===== config.mk =====
export PLATFORM = sky130hd
export DESIGN_NAME = trdb_packet_emitter_mc
export DESIGN_NICKNAME = d
export VERILOG_FILES = /design/src/rtl/trdb_pkg.sv /design/src/rtl/trdb_packet_fifo.sv /design/src/rtl/trdb_packet_emitter_mc.sv
export SDC_FILE = /design/constraint.sdc
export NUM_CORES = 1
export LEC_CHECK = 0
export CAP_MARGIN = 20
export CORE_ASPECT_RATIO = 1.5
export CORE_MARGIN = 4
export CORE_UTILIZATION = 39
export CTS_CLUSTER_SIZE = 40
export DETAILED_ROUTE_END_ITERATION = 8
export PLACE_DENSITY = 0.75
export SLEW_MARGIN = 20
export SYNTH_ARGS = -nofsm -noshare
export SYNTH_HDL_FRONTEND = slang
export SYNTH_SLANG_ARGS = --single-unit
export TNS_END_PERCENT = 50

===== constraint.sdc =====
create_clock -name clk_i -period 5.2 [get_ports clk_i]
set_clock_uncertainty 0.05 [all_clocks]
set_input_delay 1.3 -clock clk_i [delete_from_list [all_inputs] [get_ports clk_i]]
set_output_delay 1.3 -clock clk_i [all_outputs]
set_load 0.02 [all_outputs]

===== src/rtl/trdb_pkg.sv =====
// Shared packet-type codes and length helpers for the trace debugger packet path.
package trdb_pkg;

  typedef enum logic [1:0] {
    W_LOST     = 2'h0,
    W_SOFTWARE = 2'h1,
    W_TRACE    = 2'h2,
    W_TIME     = 2'h3
  } trdb_packet_type_e;

  localparam int unsigned LOSTLEN      = 16;
  localparam int unsigned LOST_PKT_LEN = 2 + LOSTLEN;
  localparam int unsigned SW_HDR_LEN   = 2;
  localparam int unsigned TIME_HDR_LEN = 3;

  // A single software channel still carries a one-bit channel field.
  function automatic int unsigned sw_ch_width(input int unsigned nsw);
    return (nsw > 1) ? $clog2(nsw) : 1;
  endfunction

  function automatic int unsigned sw_pkt_len(input int unsigned nsw, input int unsigned xlen);
    return SW_HDR_LEN + sw_ch_width(nsw) + xlen;
  endfunction

  function automatic int unsigned time_pkt_len(input int unsigned twidth);
    return TIME_HDR_LEN + twidth;
  endfunction

endpackage


===== src/rtl/trdb_packet_fifo.sv =====
// Registered FIFO for encoded packets; accepts a push on full when a pop happens that cycle.
module trdb_packet_fifo #(
  parameter int unsigned WIDTH = 8,
  parameter int unsigned DEPTH = 4
) (
  input  logic             clk_i,
  input  logic             rst_ni,
  input  logic             push_i,
  input  logic [WIDTH-1:0] data_i,
  input  logic             pop_i,
  output logic [WIDTH-1:0] data_o,
  output logic             full_o,
  output logic             empty_o
);

  localparam int unsigned AW = $clog2(DEPTH);

  logic [WIDTH-1:0] mem [DEPTH];
  logic [AW-1:0]    wr_ptr_q, rd_ptr_q;
  logic [AW:0]      cnt_q;
  logic             do_push, do_pop;

  assign empty_o = (cnt_q == '0);
  assign full_o  = (cnt_q == (AW+1)'(DEPTH));
  assign do_pop  = pop_i && !empty_o;
  assign do_push = push_i && (!full_o || do_pop);
  // The head is masked so unwritten storage never reaches the output.
  assign data_o  = empty_o ? '0 : mem[rd_ptr_q];

  always_ff @(posedge clk_i or negedge rst_ni) begin
    if (!rst_ni) begin
      wr_ptr_q <= '0;
      rd_ptr_q <= '0;
      cnt_q    <= '0;
    end else begin
      if (do_push) wr_ptr_q <= wr_ptr_q + 1'b1;
      if (do_pop)  rd_ptr_q <= rd_ptr_q + 1'b1;
      case ({do_push, do_pop})
        2'b10:   cnt_q <= cnt_q + 1'b1;
        2'b01:   cnt_q <= cnt_q - 1'b1;
        default: cnt_q <= cnt_q;
      endcase
    end
  end

  // NOTE: storage has no reset; only the pointers define which entries are live.
  always_ff @(posedge clk_i) begin
    if (do_push) mem[wr_ptr_q] <= data_i;
  end

endmodule


===== src/rtl/trdb_packet_emitter_mc.sv =====
// Arbitrates trace, loss-report, software and timer sources into one buffered packet stream.
module trdb_packet_emitter_mc
  import trdb_pkg::*;
#(
  parameter int unsigned XLEN             = 32,
  parameter int unsigned NSW              = 2,
  parameter int unsigned TIMER_WIDTH      = 40,
  parameter int unsigned TIMER_DIFF_WIDTH = 16,
  parameter int unsigned DEPTH            = 4,
  parameter int unsigned PACKET_LEN       = 128
) (
  input  logic                          clk_i,
  input  logic                          rst_ni,
  input  logic                          trace_valid_i,
  input  logic [PACKET_LEN-1:0]         trace_bits_i,
  input  logic [6:0]                    trace_len_i,
  input  logic [NSW-1:0]                sw_valid_i,
  input  logic [NSW-1:0][XLEN-1:0]      sw_word_i,
  output logic [NSW-1:0]                sw_grant_o,
  input  logic                          tu_valid_i,
  input  logic [TIMER_WIDTH-1:0]        tu_time_i,
  input  logic                          tu_fulltime_i,
  output logic                          tu_grant_o,
  output logic [PACKET_LEN-1:0]         packet_bits_o,
  output logic [6:0]                    packet_len_o,
  output logic                          packet_valid_o,
  input  logic                          packet_ready_i,
  output logic                          lost_o
);

  localparam int unsigned CHW           = sw_ch_width(NSW);
  localparam logic [6:0]  SW_LEN        = 7'(sw_pkt_len(NSW, XLEN));
  localparam logic [6:0]  TIME_FULL_LEN = 7'(time_pkt_len(TIMER_WIDTH));
  localparam logic [6:0]  TIME_DIFF_LEN = 7'(time_pkt_len(TIMER_DIFF_WIDTH));
  localparam logic [6:0]  LOST_LEN      = 7'(LOST_PKT_LEN);

  logic [LOSTLEN-1:0]     lost_cnt_q;
  logic [CHW-1:0]         rr_ptr_q, sw_win;
  logic                   sw_any;
  logic                   fifo_full, fifo_empty, pop, free;
  logic                   trace_wr, lost_wr, sw_wr, tu_wr, drop;
  logic [PACKET_LEN-1:0]  wr_bits;
  logic [6:0]             wr_len;
  int unsigned            idx;

  assign pop      = packet_valid_o && packet_ready_i;
  assign free     = !fifo_full || pop;
  assign trace_wr = trace_valid_i && (lost_cnt_q == '0) && free;
  assign drop     = trace_valid_i && !trace_wr;
  assign lost_wr  = !trace_valid_i && (lost_cnt_q != '0) && free;
  assign sw_wr    = !trace_wr && !lost_wr && free && sw_any;
  assign tu_wr    = !trace_wr && !lost_wr && !sw_wr && free && tu_valid_i;

  assign lost_o     = drop;
  assign tu_grant_o = tu_wr;
  assign sw_grant_o = sw_wr ? (NSW'(1) << sw_win) : '0;

  // Scan downward so the requester nearest rr_ptr_q is the last (winning) assignment.
  always_comb begin
    sw_any = 1'b0;
    sw_win = '0;
    idx    = 0;
    for (int i = NSW - 1; i >= 0; i--) begin
      idx = (int'(rr_ptr_q) + i) % NSW;
      if (sw_valid_i[idx]) begin
        sw_any = 1'b1;
        sw_win = CHW'(idx);
      end
    end
  end

  always_comb begin
    wr_bits = '0;
    wr_len  = '0;
    if (trace_wr) begin
      wr_bits = trace_bits_i;
      wr_len  = trace_len_i;
    end else if (lost_wr) begin
      wr_bits[1:0]         = W_LOST;
      wr_bits[2+:LOSTLEN]  = lost_cnt_q;
      wr_len               = LOST_LEN;
    end else if (sw_wr) begin
      wr_bits[1:0]         = W_SOFTWARE;
      wr_bits[2+:CHW]      = sw_win;
      wr_bits[2+CHW+:XLEN] = sw_word_i[sw_win];
      wr_len               = SW_LEN;
    end else if (tu_wr) begin
      wr_bits[1:0] = W_TIME;
      wr_bits[2]   = tu_fulltime_i;
      if (tu_fulltime_i) begin
        wr_bits[3+:TIMER_WIDTH] = tu_time_i;
        wr_len                  = TIME_FULL_LEN;
      end else begin
        wr_bits[3+:TIMER_DIFF_WIDTH] = tu_time_i[TIMER_DIFF_WIDTH-1:0];
        wr_len                       = TIME_DIFF_LEN;
      end
    end
  end

  // NOTE: state flops use non-blocking assignments so every flop samples pre-edge values.
  always_ff @(posedge clk_i or negedge rst_ni) begin
    if (!rst_ni) begin
      lost_cnt_q <= '0;
      rr_ptr_q   <= '0;
    end else begin
      if (drop) begin
        if (lost_cnt_q != '1) lost_cnt_q <= lost_cnt_q + 1'b1;
      end else if (lost_wr) begin
        lost_cnt_q <= '0;
      end
      if (sw_wr) rr_ptr_q <= (sw_win == CHW'(NSW - 1)) ? '0 : sw_win + 1'b1;
    end
  end

  trdb_packet_fifo #(
    .WIDTH(PACKET_LEN + 7),
    .DEPTH(DEPTH)
  ) i_fifo (
    .clk_i  (clk_i),
    .rst_ni (rst_ni),
    .push_i (trace_wr || lost_wr || sw_wr || tu_wr),
    .data_i ({wr_len, wr_bits}),
    .pop_i  (pop),
    .data_o ({packet_len_o, packet_bits_o}),
    .full_o (fifo_full),
    .empty_o(fifo_empty)
  );

  assign packet_valid_o = !fifo_empty;

endmodule


==> impl_metrics.sql, run 1 <==
INSERT INTO impl_metrics (metric_group, metric, value, unit) VALUES
('worst_setup_path', 'timing.critical_path.slowest_stage_cell', 'sky130_fd_sc_hd__clkdlybuf4s50_1', ''),
('die', 'rows', '110', ''),
('cts', 'cts_made_buffers', '50', ''),
('placement', 'hpwl_detailed', '38300', 'um'),
('power_and_ir_drop', 'p_switching', '7.32', 'mW'),
('final_layout', 'multi_input_comb_area', '6390', 'um^2'),
('die', 'design.die.area', '64600', 'um^2'),
('logic_synthesis', 'yosys_register_bits', '564', ''),
('logic_synthesis', 'synth_enable_flop_cells', '540', ''),
('worst_setup_path', 'criticalPathCategory', 'primary input to output port', ''),
('logic_synthesis', 'post_synthesis_net_count', '1598', ''),
('worst_setup_path', 'cp_data_required_time', '3850', 'ps'),
('logic_synthesis', 'yosysSeqAreaShare', '0.712', ''),
('die', 'core_area', '60000', 'um^2'),
('placement', 'place_area', '28800', 'um^2'),
('worst_setup_path', 'crit_path_max_fanout', '5', ''),
('die', 'design.portCount', '387', ''),
('final_layout', 'final_layout_size_suffix_gt1_frac', '0.152', ''),
('worst_setup_path', 'crit_chain', 'clkdlybuf4s50_1 -> or4b_4 -> and2_2 -> mux2i_1 -> and2_1 -> clkdlybuf4s50_1', ''),
('logic_synthesis', 'yosysWarnings', '0', ''),
('power_and_ir_drop', 'cellInternalPower', '14.0', 'mW'),
('final_layout', 'fillCellCount', '4992', ''),
('route', 'first_pass_iteration_count_of_the_detailed_router', '5', ''),
('route', 'routed_wire_length_per_instance', '22.8', 'um'),
('cts', 'cts_tree', 'yes', ''),
('final_layout', 'seq_area', '16800', 'um^2'),
('job', 'max-cap-violations', '0', ''),
('logic_synthesis', 'synth.cell_area', '23600', 'um^2'),
('logic_synthesis', 'synth_top_cell_by_area', 'sky130_fd_sc_hd__edfxtp_1', ''),
('route', 'routed_wirelength', '58500', 'um'),
('final_layout', 'finalInstanceArea', '30400', 'um^2'),
('sta', 'timing.final.max_slew_violations', '0', ''),
('status', 'outcome', 'complete, no violations', ''),
('hold_path', 'min-delay-path-class', 'flip-flop to flip-flop', ''),
('final_layout', 'fin_cells', '2564', ''),
('power_and_ir_drop', 'seqPwrFrac', '0.380', ''),
('sta', 'highest_achievable_clock_rate', '202', 'MHz'),
('die', 'die_x', '209', 'um'),
('route', 'route.antenna.remaining_nets', '0', ''),
('cts', 'cts-resized-gates', '0', ''),
('sta', 'period_minus_slack', '4940', 'ps'),
('worst_setup_path', 'cp_data_arrival_time', '3590', 'ps'),
('worst_setup_path', 'path_common_cell', 'sky130_fd_sc_hd__clkdlybuf4s50_1', ''),
('sta', 'unrepaired_setup_endpoints_after_global_routing', 'no', ''),
('cts', 'clock-sinks', '564', ''),
('route', 'post-route-drc-count', '0', ''),
('power_and_ir_drop', 'power.ir.vdd_worst', '0.717', 'mV'),
('placement', 'gpl.final_weighted_congestion', '0.902', ''),
('logic_synthesis', 'post_synth_inst_count', '1343', ''),
('logic_synthesis', 'async_flop_share', '0.0426', ''),
('logic_synthesis', 'post_synth_num_cell_types', '50', ''),
('cts', 'clk_pin_slew', '70', 'ps'),
('placement', 'cell_count_after_placement', '2472', ''),
('placement', 'port-buffer-count', '386', ''),
('cts', 'clock_tree.root_cell', 'sky130_fd_sc_hd__clkbuf_16', ''),
('route', 'detail_routed_via_count_per_cell', '5.39', ''),
('cts', 'postCtsSetupBuffers', '0', ''),
('worst_setup_path', 'worstSetupEndpointType', 'output port', ''),
('grt', 'number_of_antenna_violations_at_the_first_check_in_global_routing', '9', ''),
('cts', 'htree_levels', '2', ''),
('logic_synthesis', 'ys_top_cells_by_area', 'sky130_fd_sc_hd__edfxtp_1, sky130_fd_sc_hd__mux4_2, sky130_fd_sc_hd__and2_1', ''),
('cts', 'cts_hold_buffers', '0', ''),
('grt', 'global_route_wire_length_before_repair', '88300', 'um'),
('sta', 'setup-violations-final', '0', ''),
('worst_setup_path', 'cp-start-kind', 'primary input', ''),
('grt', 'grt_max_degree', '98', ''),
('cts', 'worst_skew_pair.late_latency', '560', 'ps'),
('power_and_ir_drop', 'pwr_density_cell', '701', 'nW/um^2'),
('logic_synthesis', 'syn_avg_cell_area', '17.6', 'um^2'),
('power_and_ir_drop', 'power.switching_fraction', '0.344', ''),
('cts', 'clockBufferDepth', '3', '');
==> area by class of cell <==
class                           count  area share
Tap cell                          784      0.0323
Sequential cell                   564       0.554
Antenna cell                        8    0.000659
Timing Repair Buffer              438       0.150
Clock buffer                       56      0.0420
Inverter                           11     0.00136
Clock inverter                     28     0.00857
Multi-Input combinational cell    675       0.211
==> cells in the final DEF, fill, tap and decap left out, types with 4 or more instances in the layout <==
cell / instances
sky130_fd_sc_hd__edfxtp_1: 540
sky130_fd_sc_hd__a31oi_1: 15
sky130_fd_sc_hd__a21o_1: 17
sky130_fd_sc_hd__and2_4: 4
sky130_fd_sc_hd__mux4_2: 135
sky130_fd_sc_hd__clkinv_2: 5
sky130_fd_sc_hd__nand2b_1: 4
sky130_fd_sc_hd__bufinv_16: 4
sky130_fd_sc_hd__or3_1: 6
sky130_fd_sc_hd__clkbuf_1: 6
sky130_fd_sc_hd__buf_4: 27
sky130_fd_sc_hd__inv_1: 11
sky130_fd_sc_hd__o22ai_1: 14
sky130_fd_sc_hd__xor2_1: 7
sky130_fd_sc_hd__nor2_1: 17
sky130_fd_sc_hd__and4_1: 4
sky130_fd_sc_hd__nand2_1: 93
sky130_fd_sc_hd__diode_2: 8
sky130_fd_sc_hd__a21oi_1: 30
sky130_fd_sc_hd__o211ai_1: 4
sky130_fd_sc_hd__o21ai_0: 8
sky130_fd_sc_hd__nand3_1: 7
sky130_fd_sc_hd__a22o_1: 8
sky130_fd_sc_hd__dfrtp_1: 22
sky130_fd_sc_hd__clkinv_1: 12
sky130_fd_sc_hd__clkdlybuf4s50_1: 385
sky130_fd_sc_hd__and2_1: 142
sky130_fd_sc_hd__ha_1: 7
sky130_fd_sc_hd__xnor2_1: 4
sky130_fd_sc_hd__buf_12: 25
sky130_fd_sc_hd__and3_1: 89
sky130_fd_sc_hd__a221o_1: 17
sky130_fd_sc_hd__clkbuf_16: 50
sky130_fd_sc_hd__nor3_1: 6
==> critical path: cells and delay by family <==
family / cells / cell delay (ps)
mux: 1 / 220
simple gates: 3 / 980
buf+inv: 2 / 1090
==> flip-flops by register name (all words and copies together) (netlist names) <==
| name | count |
|---|---|
| i_fifo.mem | 540 |
| lost_cnt_q | 16 |
| i_fifo.cnt_q | 3 |
| i_fifo.rd_ptr_q | 2 |
| i_fifo.wr_ptr_q | 2 |
| rr_ptr_q | 1 |
==> stage by stage <==
step                      TNS, ps   util  worst slack (ps)  hold WS (ps)  power (mW)
after floorplan           -150740      -              -558           411        13.6
after global placement          0  0.480               296           472        17.8
after detailed placement        0  0.480               274           465        18.1
after CTS                       0  0.505               271           482        21.6
after global routing            0  0.506               219           516        22.4
final                           0  0.506               259           488        21.3
==> synthesized netlist by cell type (2+ instances only) <==
cell type and instances:
sky130_fd_sc_hd__a21o_1 17, sky130_fd_sc_hd__a21oi_1 30, sky130_fd_sc_hd__a221o_1 17, sky130_fd_sc_hd__a22o_1 8
sky130_fd_sc_hd__a31oi_1 15, sky130_fd_sc_hd__and2_1 147, sky130_fd_sc_hd__and3_1 89, sky130_fd_sc_hd__and4_1 5
sky130_fd_sc_hd__buf_1 8, sky130_fd_sc_hd__buf_2 18, sky130_fd_sc_hd__buf_6 4, sky130_fd_sc_hd__clkbuf_1 62
sky130_fd_sc_hd__dfrtp_1 24, sky130_fd_sc_hd__edfxtp_1 540, sky130_fd_sc_hd__ha_1 7, sky130_fd_sc_hd__inv_1 11
sky130_fd_sc_hd__mux2_2 2, sky130_fd_sc_hd__mux2i_1 3, sky130_fd_sc_hd__mux4_2 135, sky130_fd_sc_hd__nand2_1 93
sky130_fd_sc_hd__nand2b_1 4, sky130_fd_sc_hd__nand3_1 7, sky130_fd_sc_hd__nand4_1 3, sky130_fd_sc_hd__nor2_1 17
sky130_fd_sc_hd__nor3_1 7, sky130_fd_sc_hd__nor3b_1 2, sky130_fd_sc_hd__nor4_1 2, sky130_fd_sc_hd__nor4b_1 2
sky130_fd_sc_hd__o211ai_1 4, sky130_fd_sc_hd__o21a_1 3, sky130_fd_sc_hd__o21ai_0 8, sky130_fd_sc_hd__o22ai_1 14
sky130_fd_sc_hd__o31ai_1 3, sky130_fd_sc_hd__or3_1 7, sky130_fd_sc_hd__xnor2_1 4, sky130_fd_sc_hd__xor2_1 7
==> final timing paths <==
kind	start	to	slack, ps	cells after the start
max	packet_ready_i	tu_grant_o	260	6
min	i_fifo.cnt_q[2]	i_fifo.cnt_q[2]	490	1
max reg2reg	lost_cnt_q[1]	i_fifo.mem[0][28]	1600	8
min reg2reg	i_fifo.cnt_q[2]	i_fifo.cnt_q[2]	490	1
max in group asynchronous	rst_ni	i_fifo.rd_ptr_q[1]	4000	1
min in group asynchronous	rst_ni	lost_cnt_q[10]	680	1
==> layer usage <==
layer,wire (um),vias up,GRT usage,share of wire
li1,-,6122,-,-
met1,21400,7075,0.210,0.37
met2,31500,518,0.319,0.54
met3,3580,112,0.0336,0.061
met4,2020,2,0.0656,0.035
met5,8,-,0,0.00014
==> power groups by stage <==
stage / combinational [mW] / clock, mW / sequential [mW]
after global routing: 10.3 / 3.81 / 8.27
final: 9.68 / 3.52 / 8.09
after global placement: 9.74 / 0 / 8.05
after floorplan: 5.60 / 0 / 7.99
after CTS: 9.90 / 3.62 / 8.13
after detailed placement: 9.86 / 0 / 8.21
==> cell families (layout without fill, tap and decap cells) <==
kind of cell    after synthesis  in the layout  share of synthesized area
buf+inv                     104            533                     0.0189
mux                         141            141                      0.132
compound gates              126            126                     0.0368
other cells                   0              8                          0
simple gates                389            389                     0.0922
flops                       564            564                      0.712
xor+xnor                     11             11                    0.00408
fa+ha+maj                     8              8                    0.00456
Note: power is estimated with default switching activity, not from simulation.
==> run 2: changes to the inputs <==
--- a/config.mk
+++ b/config.mk
@@ -12,7 +12,6 @@
 export CTS_CLUSTER_SIZE = 40
 export DETAILED_ROUTE_END_ITERATION = 8
 export PLACE_DENSITY = 0.75
-export SLEW_MARGIN = 20
 export SYNTH_ARGS = -nofsm -noshare
 export SYNTH_HDL_FRONTEND = slang
 export SYNTH_SLANG_ARGS = --single-unit
==> run 2 against run 1 <==
Critical path depth stayed put. Sequential cell count stayed put. Register-to-register slack better by 70 ps. Total power is 0.65% higher. Maximum frequency is 0.25% lower. Cell count is 0.31% higher. Combinational power hardly changed. Clock power is 4% higher. Utilization is 0.21 points higher. Non-clock buffer count is 2 higher. Sequential share of layout area is 0.23 points lower. Critical endpoint unchanged.
==> impl_metrics.sql, run 2 (synthesis results as in run 1) <==
INSERT INTO impl_metrics (metric_group, metric, value, unit) VALUES
('placement', 'gpl.final_weighted_congestion', '0.902', ''),
('grt', 'global_route_wire_length_before_repair', '88200', 'um'),
('cts', 'cts-resized-gates', '0', ''),
('sta', 'unrepaired_setup_endpoints_after_global_routing', 'no', ''),
('die', 'die_x', '209', 'um'),
('route', 'route.antenna.remaining_nets', '0', ''),
('worst_setup_path', 'worstSetupEndpointType', 'output port', ''),
('sta', 'worst_setup_slack_final', '247', 'ps'),
('hold_path', 'min-delay-path-class', 'flip-flop to flip-flop', ''),
('worst_setup_path', 'crit_path_max_fanout', '5', ''),
('cts', 'clock-sinks', '564', ''),
('die', 'start_util', '0.394', ''),
('route', 'post-route-drc-count', '0', ''),
('power_and_ir_drop', 'pwr_density_cell', '703', 'nW/um^2'),
('sta', 'worstMarginPinSlew', '1160', 'ps'),
('worst_setup_path', 'regToRegEndpoint', 'i_fifo.mem[2][36]', ''),
('final_layout', 'largest_register_ff_count', '540', ''),
('placement', 'port-buffer-count', '386', ''),
('cts', 'cts_hold_buffers', '0', ''),
('cts', 'postCtsSetupBuffers', '0', ''),
('final_layout', 'final_core_density', '0.508', ''),
('power_and_ir_drop', 'power.ir.vdd_worst', '0.731', 'mV'),
('die', 'rows', '110', ''),
('status', 'outcome', 'complete, no violations', ''),
('placement', 'hpwl_detailed', '38500', 'um'),
('grt', 'grt_pass1_vias', '14900', ''),
('grt', 'grtUsageMet1', '0.205', ''),
('worst_setup_path', 'critPathLaunch', 'packet_ready_i', ''),
('sta', 'highest_achievable_clock_rate', '202', 'MHz'),
('grt', 'peak_usage_layer_in_the_global_routing_report', 'met2', ''),
('sta', 'slew-limit-headroom', '0.229', ''),
('worst_setup_path', 'crit_chain', 'clkdlybuf4s50_1 -> or4b_4 -> and2_2 -> mux2i_1 -> and2_1 -> clkdlybuf4s50_1', ''),
('sta', 'report.final.hold_viol_count', '0', ''),
('die', 'core_area', '60000', 'um^2'),
('worst_setup_path', 'path_delay_family', 'buffers and inverters', ''),
('grt', 'gr-usage-met3', '0.0377', ''),
('worst_setup_path', 'criticalPathCategory', 'primary input to output port', ''),
('hold_path', 'worstHoldPathCells', '2', ''),
('worst_setup_path', 'worst-path-buf-inv', '2', ''),
('final_layout', 'area_growth_syn_to_layout', '29.1', '%'),
('sta', 'timing.final.max_slew_violations', '0', ''),
('die', 'floorplan.die.height', '309', 'um'),
('route', 'routed_wirelength', '58700', 'um'),
('worst_setup_path', 'worst_r2r_path_depth', '8', ''),
('final_layout', 'largest_registers', 'i_fifo.mem (540), lost_cnt_q (16), i_fifo.cnt_q (3)', ''),
('grt', 'grtUsageTotal', '0.176', ''),
('worst_setup_path', 'cp_data_required_time', '3850', 'ps'),
('route', 'detail_routed_via_count_per_cell', '5.39', ''),
('worst_setup_path', 'cp_data_arrival_time', '3600', 'ps'),
('grt', 'grt_max_degree', '98', ''),
('worst_setup_path', 'timing.critical_path.slowest_stage_cell', 'sky130_fd_sc_hd__clkdlybuf4s50_1', ''),
('die', 'design.portCount', '387', ''),
('cts', 'cts_tree', 'yes', ''),
('worst_setup_path', 'worstReg2RegStart', 'lost_cnt_q[1]', ''),
('worst_setup_path', 'path_common_cell', 'sky130_fd_sc_hd__clkdlybuf4s50_1', ''),
('cts', 'worst_skew_pair.late_latency', '570', 'ps'),
('die', 'design.die.area', '64600', 'um^2'),
('final_layout', 'layout.cells.most_common_list', 'sky130_fd_sc_hd__edfxtp_1, sky130_fd_sc_hd__clkdlybuf4s50_1, sky130_fd_sc_hd__and2_1', ''),
('grt', 'grt.overflow.total', '0', ''),
('worst_setup_path', 'cp-start-kind', 'primary input', ''),
('sta', 'period_minus_slack', '4950', 'ps'),
('power_and_ir_drop', 'p_leak', '10.6', 'nW'),
('hold_path', 'hold_path.startpoint', 'rr_ptr_q', ''),
('cts', 'htree_levels', '2', ''),
('cts', 'clockBufferDepth', '3', ''),
('final_layout', 'num-nets-final', '1998', ''),
('sta', 'hold_ws', '498', 'ps'),
('grt', 'grt_use_met2', '0.321', ''),
('route', 'drt-initial-drc-count', '730', ''),
('cts', 'clock_tree.root_cell', 'sky130_fd_sc_hd__clkbuf_16', ''),
('power_and_ir_drop', 'fin_total_pwr', '21.4', 'mW'),
('cts', 'cts_made_buffers', '51', ''),
('hold_path', 'whs_endpoint', 'rr_ptr_q', ''),
('final_layout', 'max_flop_register', 'i_fifo.mem', ''),
('sta', 'post-route-period-util', '0.952', ''),
('job', 'max-cap-violations', '0', ''),
('grt', 'number_of_antenna_violations_at_the_first_check_in_global_routing', '7', ''),
('worst_setup_path', 'r2r_slack', '1670', 'ps'),
('sta', 'setup-violations-final', '0', ''),
('worst_setup_path', 'cp_slowest_stage_delay', '630', 'ps'),
('cts', 'clk_pin_slew', '60', 'ps'),
('route', 'first_pass_iteration_count_of_the_detailed_router', '6', ''),
('final_layout', 'layout_commonest_cell', 'sky130_fd_sc_hd__edfxtp_1', ''),
('route', 'dr_total_vias', '13900', ''),
('placement', 'dp_slack', '280', 'ps'),
('final_layout', 'fillCellCount', '4990', ''),
('route', 'routed_wire_length_per_instance', '22.8', 'um'),
('final_layout', 'final_layout_size_suffix_gt1_frac', '0.156', '');
-- run 2: changes by cell type in the layout (fill, tap and decap cells not counted), sizes merged --
| cell | before | now |
|---|---|---|
| clkdlybuf4s50 | 385 | 386 |
| inv | 15 | 14 |
| clkinv | 19 | 24 |
| diode | 8 | 6 |
| buf | 53 | 54 |
| clkbuf | 56 | 60 |
-- run 2: worst max-delay path by stage --
stage,to,slack (ps),cells past startpoint
finish,tu_grant_o,250,6
global route,tu_grant_o,190,6
CTS,tu_grant_o,260,6
detailed placement,tu_grant_o,280,6
global placement,tu_grant_o,300,6
floorplan,i_fifo.mem[0][0],-560,4
-- run 2: stage by stage --
step | instance area (um^2) | std cells | TNS [ps]
after floorplan | 23600 | 1343 | -150740
after global placement | 28800 | 2471 | 0
after detailed placement | 28800 | 2473 | 0
after CTS | 30500 | 2565 | 0
after global routing | 30500 | 2570 | 0
final | 30500 | 2572 | 0
-- run 2: power by group --
part	internal (mW)	total [mW]	leakage, nW	switching (mW)
combinational	4.53	9.68	4.36	5.15
sequential	7.48	8.09	5.48	0.612
clock	2.06	3.65	0.802	1.60
-- run 2: area by class of cell --
class	count	area, um^2	share of cell area
Sequential cell	564	16800	0.552
Multi-Input combinational cell	675	6390	0.210
Timing Repair Buffer	440	4600	0.151
Clock buffer	60	1350	0.0443
Tap cell	784	981	0.0322
Clock inverter	32	282	0.00924
Inverter	11	41.3	0.00135
Antenna cell	6	15.0	0.000493
-- run 2: tightest hold or removal path, stage by stage, from the launching register on --
cell and delay [ps]:
sky130_fd_sc_hd__dfrtp_1 400, sky130_fd_sc_hd__inv_1 60, sky130_fd_sc_hd__a21oi_1 50
-- run 2: routing by layer --
layer / wire length (um) / up-vias / share of wire
li1: - / 6137 / -
met1: 21300 / 7059 / 0.36
met2: 31400 / 534 / 0.54
met3: 3730 / 121 / 0.064
met4: 2190 / 2 / 0.037
met5: 19 / - / 0.00032
==> run 3: changes to the inputs <==
--- a/config.mk
+++ b/config.mk
@@ -11,6 +11,7 @@
 export CORE_UTILIZATION = 39
 export CTS_CLUSTER_SIZE = 40
 export DETAILED_ROUTE_END_ITERATION = 8
+export HOLD_SLACK_MARGIN = 0.06
 export PLACE_DENSITY = 0.75
 export SYNTH_ARGS = -nofsm -noshare
 export SYNTH_HDL_FRONTEND = slang
==> results of run 3 <==
The final DEF is identical to that of run 2; final timing and power are the same.
==> RTL edit 1, RTL diff (flow settings as in run 2) <==
The parameter `TIMER_WIDTH` goes from 40 to 80.
--- a/src/rtl/trdb_packet_emitter_mc.sv
+++ b/src/rtl/trdb_packet_emitter_mc.sv
@@ -6,3 +6,3 @@
   parameter int unsigned NSW              = 2,
-  parameter int unsigned TIMER_WIDTH      = 40,
+  parameter int unsigned TIMER_WIDTH      = 80,
   parameter int unsigned TIMER_DIFF_WIDTH = 16,
Interface: changed (resized tu_time_i); port bits go from 387 to 427. The function was not compared with the original's and may differ.
==> RTL edit 1 against run 2 <==
Non-clock buffer count up 29. Cell count up 1.6%. Hold slack worse by 7.0 ps. Cell area up 2.1%. Synthesized area up 1.9%. Wire length up 6.0%. First-iteration DRC count up 38%. Critical path depth down 2. Via count up 5.6%. Power up 1.1%. Sequential cell count unchanged. Setup slack better by 370 ps. Count of clock-buffer cells in the layout up 3. Critical path type unchanged. Critical endpoint is now lost_o. Largest power group unchanged.
==> RTL edit 1: results (changes against run 2) <==
OUTCOME
----------------------------------------------------------------------
Result of the run ....................................... complete, no violations   unchanged

CELLS AND AREA
----------------------------------------------------------------------
Non-filler instance count after layout ..................         2614   was 2572
Nets ....................................................         2072   was 1998

LOGIC SYNTHESIS
----------------------------------------------------------------------
Largest cells by area after synthesis ................... edfxtp_1 (67%), mux4_2 (13%), and2_1 (4.9%)   was edfxtp_1 (69%), mux4_2 (13%), and2_1 (3.9%)
Post-synth top cells .................................... edfxtp_1 (540), and2_1 (190), mux4_2 (135)   was edfxtp_1 (540), and2_1 (147), mux4_2 (135)
Synthesized netlist net count ...........................         1656   was 1598
Instance count of the mapped netlist ....................         1361   was 1343
Sequential-to-total area share from yosys stat ..........       69.87%   was 71.20%

GRT
----------------------------------------------------------------------
First-pass GRT wire length ..............................     94.28 mm   was 88.15 mm
Vias in the first global route ..........................        15478   was 14946
Total routing resource utilization after global routing .       18.47%   was 17.62%

PLACED DESIGN
----------------------------------------------------------------------
Port bufs ...............................................          426   was 386
Cell area after placement ...............................    29430 µm²   was 28830 µm²
Number of placed instances with taps included ...........         2514   was 2473
Pre-CTS WS ..............................................     629.1 ps   was 280.1 ps
Sum of net half-perimeters after detailed placement .....     41.39 mm   was 38.45 mm

ROUTING
----------------------------------------------------------------------
Drt first pass iters ....................................            8   was 6
Wire length per cell ....................................     23.81 µm   was 22.83 µm

STA
----------------------------------------------------------------------
Final hold slack ........................................     491.0 ps   was 498.0 ps

MIN PATH
----------------------------------------------------------------------
WHS Path Cells ..........................................            1   was 2
Worst Hold Path EP ...................................... i_fifo.cnt_q[2]$_DFFE_PN0P_   was rr_ptr_q$_DFFE_PN0N_
Hold wc startpoint ...................................... i_fifo.cnt_q[2]$_DFFE_PN0P_   was rr_ptr_q$_DFFE_PN0N_

POWER
----------------------------------------------------------------------
Peak supply drop ........................................    0.5169 mV   was 0.7315 mV

SETUP PATH
----------------------------------------------------------------------
Reg-to-reg critical path startpoint ..................... lost_cnt_q[9]$_DFFE_PN0P_   was lost_cnt_q[1]$_DFFE_PN0P_
Critical register-to-register path endpoint ............. i_fifo.mem[0][31]$_DFFE_PP_   was i_fifo.mem[2][36]$_DFFE_PP_
Arrival time worst endpoint .............................      3230 ps   was 3600 ps

==> RTL edit 1: worst max-delay path by stage <==
stage	startpoint	endpoint	slack, ps	depth (start not counted)
floorplan	sw_valid_i[1]	i_fifo.mem[0][0]$_DFFE_PP_	-550	4
global route	packet_ready_i	lost_o	530	4
finish	packet_ready_i	lost_o	620	4
CTS	packet_ready_i	lost_o	600	4
detailed placement	packet_ready_i	lost_o	630	4
global placement	packet_ready_i	lost_o	650	4
==> RTL edit 1: cell families (layout without fill, tap and decap cells) <==
family / Yosys count / after routing / share of synthesized area (%)
other: 0 / 5 / 0
buffers and inverters: 119 / 576 / 2.059
muxes: 136 / 136 / 12.68
AOI/OAI and AO/OA: 222 / 222 / 7.184
xor gates and xnor gates: 9 / 9 / 0.3587
adders and majority gates: 8 / 8 / 0.4471
and+or+nand+nor: 303 / 303 / 7.403
DFF: 564 / 564 / 69.87
==> RTL edit 1: routing by layer <==
| metal | GRT usage (%) | wire, µm | vias to the layer above |
|---|---|---|---|
| met4 | 6.369 | 2021 | 2 |
| met1 | 22.28 | 22680 | 7451 |
| met2 | 33.38 | 33060 | 690 |
| met5 | 0 | 16 | - |
| li1 | - | - | 6367 |
| met3 | 3.113 | 4468 | 113 |
==> RTL edit 1: worst max-delay path: cells and delay by family <==
kind	cells	cell delay (ps)
compound gates	1	210
buf+inv	2	1100
simple gates	1	620
==> RTL edit 1: layout make-up <==
type | instances | area (µm²)
antenna | 5 | 12.51
fill | 4967 | 29980
sequential | 564 | 16820
multi-input combinational | 678 | 6784
tap | 791 | 989.7
clock buffer | 63 | 1384
timing repair buffer | 469 | 4795
inverter | 13 | 48.80
clock inverter | 31 | 290.3
==> RTL edit 1: report_power, final <==
part | internal, mW | switching [mW]
combinational | 4.53 | 5.28
sequential | 7.54 | 0.585
clock | 2.14 | 1.59
==> RTL edit 2, RTL diff (settings of run 2) <==
Without the edit above. Register the input `sw_word_i` before use, with the module's reset. The logic sees it one clock later. The other inputs are not delayed to match.
--- a/src/rtl/trdb_packet_emitter_mc.sv
+++ b/src/rtl/trdb_packet_emitter_mc.sv
@@ -35,2 +35,12 @@
   localparam logic [6:0]  LOST_LEN      = 7'(LOST_PKT_LEN);
+
+  logic [NSW-1:0][XLEN-1:0] sw_word_q;
+
+  always_ff @(posedge clk_i or negedge rst_ni) begin
+    if (!rst_ni) begin
+      sw_word_q <= '0;
+    end else begin
+      sw_word_q <= sw_word_i;
+    end
+  end
 
@@ -84,3 +94,3 @@
       wr_bits[2+:CHW]      = sw_win;
-      wr_bits[2+CHW+:XLEN] = sw_word_i[sw_win];
+      wr_bits[2+CHW+:XLEN] = sw_word_q[sw_win];
       wr_len               = SW_LEN;
Check against the original RTL: not equivalent (a bounded check fails within 4 cycles, from zero or initial values and one cycle with rst_ni low).
==> RTL edit 2 against run 2 <==
Cell area rose by 6.1%. Synthesized area rose by 8.0%. Power rose by 7.0%. Sequential cell count rose by 64. Synthesized cell count rose by 6.5%. Critical path depth did not move. Die area rose by 7.7%. Cell count rose by 6.5%. Setup slack improved by 300 ps. Global-route usage fell by 0.12 points. Largest cell class unchanged. Wire length rose by 4.9%.
==> RTL edit 2: results (changes against run 2) <==
CELLS AND AREA
---------------------------------------------------------------------------------
Top flop regs ...................................................... i_fifo.mem x540, sw_word_q x64, lost_cnt_q x16   was i_fifo.mem x540, lost_cnt_q x16, i_fifo.cnt_q x3
Non-filler instance count after layout .............................         2738   was 2572
Nets ...............................................................         2072   was 1998

ROUTING
---------------------------------------------------------------------------------
Detailed Route Iter0 Violations ....................................          877   was 730
Total wirelength of the detailed-routed design .....................     61.62 mm   was 58.72 mm
Drt first pass iters ...............................................            5   was 6

SETUP PATH
---------------------------------------------------------------------------------
Path type of the worst setup path .................................. flip-flop to output pin   was input port to output pin
Cell depth of the worst flop-to-flop path ..........................            6   was 8
Flop2flop setup slack ..............................................      1690 ps   was 1670 ps
Reg-to-reg critical path startpoint ................................ lost_cnt_q[9]$_DFFE_PN0P_   was lost_cnt_q[1]$_DFFE_PN0P_
Peak fanout along the critical path ................................            6   was 5
Cell class contributing the biggest share of worst-path delay ...... simple AND/OR/NAND/NOR gates   was buffers and inverters
End point of the critical path ..................................... sw_grant_o[1]   was tu_grant_o

PLACED DESIGN
---------------------------------------------------------------------------------
Final estimated routing congestion in global placement .............       0.9642   was 0.9016
Sum of net half-perimeters after detailed placement ................     40.14 mm   was 38.45 mm
Pre-CTS WS .........................................................     655.0 ps   was 280.1 ps
Cell area after placement ..........................................    30510 µm²   was 28830 µm²

GRT
---------------------------------------------------------------------------------
Number of antenna violations at the first check in global routing ..            6   was 7
Total routing resource utilization after global routing ............       17.50%   was 17.62%
Largest net degree at the start of global routing ..................           89   was 98
Vias in the first global route .....................................        15737   was 14946
First-pass GRT wire length .........................................     93.62 mm   was 88.15 mm

LOGIC SYNTHESIS
---------------------------------------------------------------------------------
Share of async-settable or async-resettable flops after synthesis ..       14.01%   was 4.255%
Fraction of the mapped netlist area in compound gates ..............       4.598%   was 3.676%
Area share of xor/xnor cells in the synthesized design .............      0.3828%   was 0.4079%
Mux share of post-synthesis cell area ..............................       12.09%   was 13.15%
Synth Area per Inst ................................................    17.83 µm²   was 17.59 µm²
Synthesized netlist net count ......................................         1685   was 1598
Sequential-to-total area share from yosys stat .....................       72.23%   was 71.20%
Largest cells by area after synthesis .............................. edfxtp_1 (64%), mux4_2 (12%), dfrtp_1 (8.6%)   was edfxtp_1 (69%), mux4_2 (13%), and2_1 (3.9%)

OUTCOME
---------------------------------------------------------------------------------
Result of the run .................................................. complete, no violations   unchanged

MIN PATH
---------------------------------------------------------------------------------
Hold wc startpoint ................................................. i_fifo.cnt_q[2]$_DFFE_PN0P_   was rr_ptr_q$_DFFE_PN0N_
WHS Path Cells .....................................................            1   was 2

STA
---------------------------------------------------------------------------------
Highest attainable clock frequency .................................   0.2148 GHz   was 0.2019 GHz

CTS
---------------------------------------------------------------------------------
Clock latency of the later-clocked register in the worst-skew pair .       600 ps   was 570 ps

## RTL edit 2: cell count changes in the layout (fill, tap and decap cells not counted), moves of 27 or more
cell	delta
and2_1	+87
nand2_1	-49
a21oi_1	+27
dfrtp_1	+64
and3_1	-84
a211o_1	+30
## RTL edit 2: area by class of cell
type	instances	area [µm²]
Clock buffer	76	1548
Fill cell	5292	32260
Antenna cell	5	12.51
Clock inverter	29	282.8
Inverter	12	45.04
Tap cell	870	1089
Multi-Input combinational cell	698	6671
Timing Repair Buffer	420	4279
Sequential cell	628	18430
## RTL edit 2: metal layers
layer	wire length, µm	global-route usage, %	up-vias
met1	23410	21.06	7446
met3	3429	3.204	116
met2	32530	31.40	539
met5	13	0	-
met4	2236	6.560	2
li1	-	-	6355
## RTL edit 2: report_power, final
part	switching, mW	internal, mW	leakage (nW)
logic	5.46	4.52	4.07
clock network	1.79	2.34	0.889
registers	0.608	8.20	6.21
